===== src/rtl/fir_p2s_unpacker.sv =====
// rtl/fir_p2s_unpacker.sv - triplet FIFO that re-serialises my_fir output to one sample per cycle
// Optional LAST output (phase-2 sample marker) enabled by FIR_P2S_LAST_EN.
module fir_p2s_unpacker #(
   parameter int NB    = 8,
   parameter int DEPTH = 4
) (
   input  logic          CLK,
   input  logic          RST_n,
   input  logic [NB-1:0] DIN,
   input  logic [NB-1:0] DIN_2,
   input  logic [NB-1:0] DIN_3,
   input  logic          VIN,
   input  logic          READY,
   output logic [NB-1:0] DOUT,
   output logic          VOUT,
   output logic          FULL,
   output logic          OVF
`ifdef FIR_P2S_LAST_EN
   ,
   output logic          LAST
`endif
);

   localparam int PW = $clog2(DEPTH);
   localparam int CW = PW + 1;
   localparam logic [CW-1:0] C_DEPTH = CW'(DEPTH);

   logic [NB-1:0] r_mem0 [DEPTH];
   logic [NB-1:0] r_mem1 [DEPTH];
   logic [NB-1:0] r_mem2 [DEPTH];
   logic [PW-1:0] r_wptr;
   logic [PW-1:0] r_rptr;
   logic [CW-1:0] r_count;
   logic [1:0]    r_phase;
   logic [NB-1:0] r_dout;
   logic          r_vout;
   logic          r_ovf;
`ifdef FIR_P2S_LAST_EN
   logic          r_last;
`endif

   logic          w_full;
   logic          w_load;
   logic          w_pop;
   logic          w_wr;
   logic [NB-1:0] w_head;

   assign w_full = (r_count == C_DEPTH);
   assign w_load = (!r_vout || READY) && (r_count != '0);
   assign w_pop  = w_load && (r_phase == 2'd2);
   // A pop on the same edge frees a slot, so a write at full is still accepted.
   assign w_wr   = VIN && (!w_full || w_pop);

   always_comb begin
      w_head = r_mem0[r_rptr];
      case (r_phase)
         2'd1:    w_head = r_mem1[r_rptr];
         2'd2:    w_head = r_mem2[r_rptr];
         default: w_head = r_mem0[r_rptr];
      endcase
   end

   always_ff @(posedge CLK) begin
      if (w_wr) begin
         r_mem0[r_wptr] <= DIN;
         r_mem1[r_wptr] <= DIN_2;
         r_mem2[r_wptr] <= DIN_3;
      end
   end

   always_ff @(posedge CLK or negedge RST_n) begin
      if (!RST_n) begin
         r_wptr  <= '0;
         r_rptr  <= '0;
         r_count <= '0;
         r_phase <= 2'd0;
         r_dout  <= '0;
         r_vout  <= 1'b0;
         r_ovf   <= 1'b0;
`ifdef FIR_P2S_LAST_EN
         r_last  <= 1'b0;
`endif
      end else begin
         if (w_wr)
            r_wptr <= r_wptr + PW'(1);
         if (w_pop)
            r_rptr <= r_rptr + PW'(1);
         r_count <= r_count + CW'(w_wr) - CW'(w_pop);
         if (VIN && !w_wr)
            r_ovf <= 1'b1;
         if (w_load) begin
            r_dout  <= w_head;
            r_vout  <= 1'b1;
            r_phase <= (r_phase == 2'd2) ? 2'd0 : r_phase + 2'd1;
`ifdef FIR_P2S_LAST_EN
            r_last  <= (r_phase == 2'd2);
`endif
         end else if (READY) begin
            r_vout <= 1'b0;
         end
      end
   end

   assign DOUT = r_dout;
   assign VOUT = r_vout;
   assign FULL = w_full;
   assign OVF  = r_ovf;
`ifdef FIR_P2S_LAST_EN
   assign LAST = r_last;
`endif

endmodule


===== config.mk =====
export PLATFORM = sky130hd
export DESIGN_NAME = fir_p2s_unpacker
export DESIGN_NICKNAME = d
export VERILOG_FILES = /design/src/rtl/fir_p2s_unpacker.sv
export SDC_FILE = /design/constraint.sdc
export NUM_CORES = 1
export LEC_CHECK = 0
export BUFFER_PORTS_ARGS = -buffer_cell sky130_fd_sc_hd__buf_2
export CORE_MARGIN = 3
export CORE_UTILIZATION = 37
export CTS_CLUSTER_DIAMETER = 120
export CTS_CLUSTER_SIZE = 20
export DETAILED_ROUTE_END_ITERATION = 8
export MAX_ROUTING_LAYER = met4
export RECOVER_POWER = 100
export SLEW_MARGIN = 20
export SYNTH_ARGS = -nofsm -noshare
export SYNTH_HDL_FRONTEND = slang
export SYNTH_SLANG_ARGS = --single-unit

===== constraint.sdc =====
create_clock -name CLK -period 2.8 [get_ports CLK]
set_input_delay 0.14 -clock CLK [delete_from_list [all_inputs] [get_ports CLK]]
set_output_delay 0.14 -clock CLK [all_outputs]
set_load 0.05 [all_outputs]

======== After elaboration in Yosys (flattened, before gate mapping) ========
Memory sizes are Yosys's and may differ from the RTL's.
Index checks and enable logic that the tools add are counted.
storage, ports and cells
  register bits ........................... 19
  output and inout port bits .............. 11
  memories kept ........................... 3
  RAM bits ................................ 96
  bits of input ports ..................... 28
cells by class
  add/subtract/negate cells ............... 5
  equal/unequal tests ..................... 3
  muxes and demuxes ....................... 6
  reduce and logical (&&, ||, !) cells .... 11
memories
  name    words  width  rd ports  clocked after memory_dff  wr ports  RTL line  RTL
  r_mem0  4      8      1         0                         1         28        logic [NB-1:0] r_mem0 [DEPTH];
  r_mem1  4      8      1         0                         1         29        logic [NB-1:0] r_mem1 [DEPTH];
  r_mem2  4      8      1         0                         1         30        logic [NB-1:0] r_mem2 [DEPTH];
operators with widths
  operator               number
  $pmux W8 S2            1
  $add A2 B1 Y2 const B  3
  $logic_and A1 B1 Y1    4
  $mux W1                4
  $add A3 B1 Y3          1
  $eq A3 B3 Y1 const B   1
  $logic_not A1 Y1       3
  $reduce_bool A3 Y1     1
  $sub A3 B1 Y3          1
  $eq A2 B1 Y1 const B   1
  $eq A2 B2 Y1 const B   1
  $logic_or A1 B1 Y1     2
  $mux W2                1
  $reduce_bool A2 Y1     1

======== Longest topological paths before layout ========
  word-level depth ........................ 8
  mapped depth ............................ 10

======== Worst setup path after synthesis ========
No wires, ideal clock.
  path kind ............................... reg2reg
  from .................................... register r_count[1]
  to ...................................... register r_count[1]
  path slack .............................. 315 ps
  required time ........................... 2736 ps
  arrival time ............................ 2421 ps
  path buffers ............................ 0
  cell stages (with the launch flop) ...... 9
  path through ............................ dfrtp_1 nor3b_2 a21boi_2 nor2_2 mux2_2 ha_1 inv_1 fa_1 inv_1
on the way
  elaborated cells on any way between the ends .. 9
  classes of those cells .................. add/sub (2); eq/ne (1); reduce/logical (6)
RTL lines
  element                   RTL line  RTL
  start: declaration        33        logic [CW-1:0] r_count;
  start signal: assignment  88        r_count <= r_count + CW'(w_wr) - CW'(w_pop);
  $eq A3 B3 Y1              48        assign w_full = (r_count == C_DEPTH);
  net FULL                  16        output logic FULL,
  $logic_not A1 Y1          52        assign w_wr = VIN && (!w_full || w_pop);
  $logic_or A1 B1 Y1        52
  $logic_and A1 B1 Y1       52
  $add A3 B1 Y3             88
  $sub A3 B1 Y3             88
The timed path passes the listed nets, and every way through them passes these cells.
A chain may end at the register's enable or synchronous reset.

======== Final worst setup path ========
  from .................................... register r_phase[0]
  to ...................................... memory r_mem1[3][1] (enable)
on the way
  word-level cells in the longest chain between the ends .. 6
RTL lines
  element                        RTL line  RTL
  start: declaration             34        logic [1:0] r_phase;
  start signal: assignment       94        r_phase <= (r_phase == 2'd2) ? 2'd0 : r_phase + 2'd1;
  $eq A2 B2 Y1                   50        assign w_pop = w_load && (r_phase == 2'd2);
  $logic_and A1 B1 Y1            50
  $logic_or A1 B1 Y1             52
  $logic_and A1 B1 Y1            52
  $mux W1                        64        if (w_wr) begin
  $mux W1 (not written as such)  66        r_mem1[r_wptr] <= DIN_2;
  end: declaration               29
No other way between the ends.

==> impl_metrics.yaml <==
outcome:
  status: "finished, final reports clean"
critical_path:
  cp_slowest_stage_delay_ns: 0.62
  reg2reg_from: "r_phase[0]"
  crit-reg2reg-capture: "r_mem1[3][1]"
  cp-start-kind: "flop"
  worst_ep_arrival_time_ns: 2.30
  path_cells: "inv_1 > ha_1 > a21boi_0 > nor2_2 > and2_0 > clkbuf_2"
  r2r_cells: 6
  crit_buf_inv: 2
  r2r_setup_slack_ns: 0.52
  worstSetupPathType: "flop to flop"
  setup.worst_path.end_class: "flop"
  cp_slowest_cell: "clkbuf_2"
  cp.required_ns: 2.82
  critical-path-top-delay-family: "buffers and inverters"
  crit_fanout: 24
  cp_num_cells: 6
logic_synthesis:
  syn_nets: 282
  async_flop_share_pct: 16.5
  yosys_most_used_dff: "edfxtp_1"
  syn_avg_cell_area_um2: 18.9
  syn_area_mm2: 0.00461
  netlist_instances: 244
  synth_cell_types: 34
  synth_edf_count: 96
  ys_seq_area_share_pct: 72.8
  synth_seq_cells: 115
  ys_warn_count: 0
power:
  cellLeakagePower_nw: 2.06
  ir_drop_v: 0.000471
  p_per_area_mw_per_mm2: 1150
global_route:
  grt_overflow: 0
  grt_max_degree: 34
  grt_antenna_before_repair: 0
  grt_pass1_vias: 2455
  grt_use_total_pct: 13.6
  grt_pass1_wl_um: 13700
hold_path:
  whs_endpoint: "VOUT"
  min_from: "READY"
  hp-class: "input port to flop"
  holdPathStages: 3
clocking:
  path_clk_slew_ns: 0.05
  clk_latency_ns: 0.41
  postCtsSetupRepairBufs: 0
  clk_path_buf_depth: 2
  clkSinkCount: 115
  cts-root-buf: "clkbuf_16"
  cts_tree: "built"
  cts_made_buffers: 17
  cts_htree_levels: 4
layout:
  diodes: 0
  layout.nets: 361
  drive_gt1_share_pct: 16.1
  synthToLayoutAreaGrowth_pct: 25.7
  final_cell_mix: "96 x edfxtp_1, 37 x clkbuf_1, 26 x dlygate4sd3_1"
  final_common_cell: "edfxtp_1"
  fin_util_pct: 47.9
sta:
  finalClockSkew_ns: 0.0128
  worstMarginPinSlew_ns: 1.07
  hold_viol: 0
  grt_setup_unrepaired: "false"
  drv_slew: 0
  fmax_mhz: 439
  slew_headroom_pct: 29.0
  layout_setup_ws_ns: 0.524
  period_share_pct: 81.3
  post-route-min-period_ns: 2.28
  setup-violations-final: 0
  tns_ns: 0
place:
  io_buffer_count: 38
  place_congestion: 0.750
  dpl.hpwl_um: 5170
  place_ws_ns: 0.587
route:
  wl_per_cell_um: 17.1
  ant_nets: 0
  drt-total-wl_um: 8580
  drc_errors: 0
  drt_iter0_drc: 115
  num_vias: 2372
  via_per_inst: 4.72
  firstDrtPassIters: 4
floorplanning:
  die_h_um: 118
  dieArea_mm2: 0.0138
  die_w_um: 118
  io-pin-count: 39
  core_area_mm2: 0.0121
  initial_core_util_pct: 38.1
  rows: 40
flow_run:
  maxCapViolations: 0
[worst max-delay path by stage]
stage	from	endpoint	slack, ns
final	r_phase[0]	r_mem1[3][1]	0.52
after global routing	r_phase[0]	r_mem1[3][2]	0.27
after CTS	r_count[1]	r_count[1]	0.56
after detailed placement	r_count[1]	r_count[1]	0.59
after global placement	r_count[1]	r_count[1]	0.62
after floorplan	r_count[1]	r_count[1]	0.31
[layout make-up]
type                            instances  area [um^2]
Fill cell                            1076         6320
Sequential cell                       115         3360
Multi-Input combinational cell        111         1130
Timing Repair Buffer                   71          459
Clock buffer                           17          425
Tap cell                              168          210
Clock inverter                         14          188
Inverter                                7         26.3
[flip-flops by register name (all words and copies together), names as in the netlist]
name,count
r_mem0,32
r_mem1,32
r_mem2,32
DOUT,8
r_count,3
r_phase,2
r_rptr,2
r_wptr,2
OVF,1
VOUT,1
[stage by stage]
| stage | std cells | instance area [um^2] | power, mW | hold WS, ns |
|---|---|---|---|---|
| floorplan | 244 | 4610 | 3.99 | -0.156 |
| global placement | 446 | 4980 | 4.47 | 0.113 |
| detailed placement | 446 | 4980 | 4.50 | 0.119 |
| CTS | 503 | 5860 | 6.77 | 0.0757 |
| global route | 503 | 5800 | 6.97 | 0.0973 |
| finish | 503 | 5800 | 6.64 | 0.0732 |
[report_power, final]
group          internal [mW]  switching, mW  total (mW)
sequential              2.32          0.150        2.47
combinational          0.710           1.24        1.95
clock                   1.48          0.742        2.22
total                   4.50           2.14        6.64
[synthesized netlist by cell type, types with 2 or more instances]
library cell | instances | area share (%)
clkbuf_2 | 2 | 0.22
o221ai_1 | 8 | 1.5
a21oi_1 | 8 | 0.87
mux4_2 | 7 | 3.4
o31ai_2 | 2 | 0.54
nand2b_1 | 3 | 0.41
nor2_2 | 3 | 0.41
o31ai_1 | 6 | 0.98
mux4_1 | 9 | 5.1
buf_4 | 2 | 0.33
dfrtp_1 | 19 | 10
edfxtp_1 | 96 | 63
mux2_2 | 2 | 0.49
inv_1 | 7 | 0.57
nand2_1 | 12 | 0.98
mux2i_1 | 16 | 3.5
and2_1 | 4 | 0.54
buf_6 | 3 | 0.73
ha_1 | 9 | 2.4
xnor2_1 | 5 | 0.95
nor2_1 | 7 | 0.57
o21ai_0 | 2 | 0.22
[worst reg2reg max path, delay by kind of cell (launching register included)]
family	cells	cell delay, ns
adders and majority gates	1	0.21
DFF	1	0.40
AOI/OAI and AO/OA	1	0.15
buffers and inverters	2	0.73
and+or+nand+nor	2	0.41
[routing by layer]
metal  global-route usage [%]  part of all wire, %  vias up  routed length (um)
li1                         -                    -     1118                   -
met1                     17.0                   46     1192                3930
met2                     21.1                   49       51                4220
met3                     4.28                  3.5       11                 301
met4                     4.84                  1.5        0                 133
met5                        -                    0        -                   0
[kinds of logic (layout without fill, tap and decap cells)]
group	count (synthesis)	count (layout)	share of synthesized area, %
fa+ha+maj	10	10	2.88
xor+xnor	5	5	0.949
compound gates	28	28	4.53
flops	115	115	72.8
buf+inv	18	109	2.63
simple gates	34	34	3.69
mux	34	34	12.5
[repair_timing]
action                                  4_1_cts  5_1_grt
endpoints found under the setup margin        0        0
endpoints found under the hold margin       116        0
hold buffers                                 26        0
resized for setup                             0        0
No activity file was read; power rests on OpenSTA's default activity.
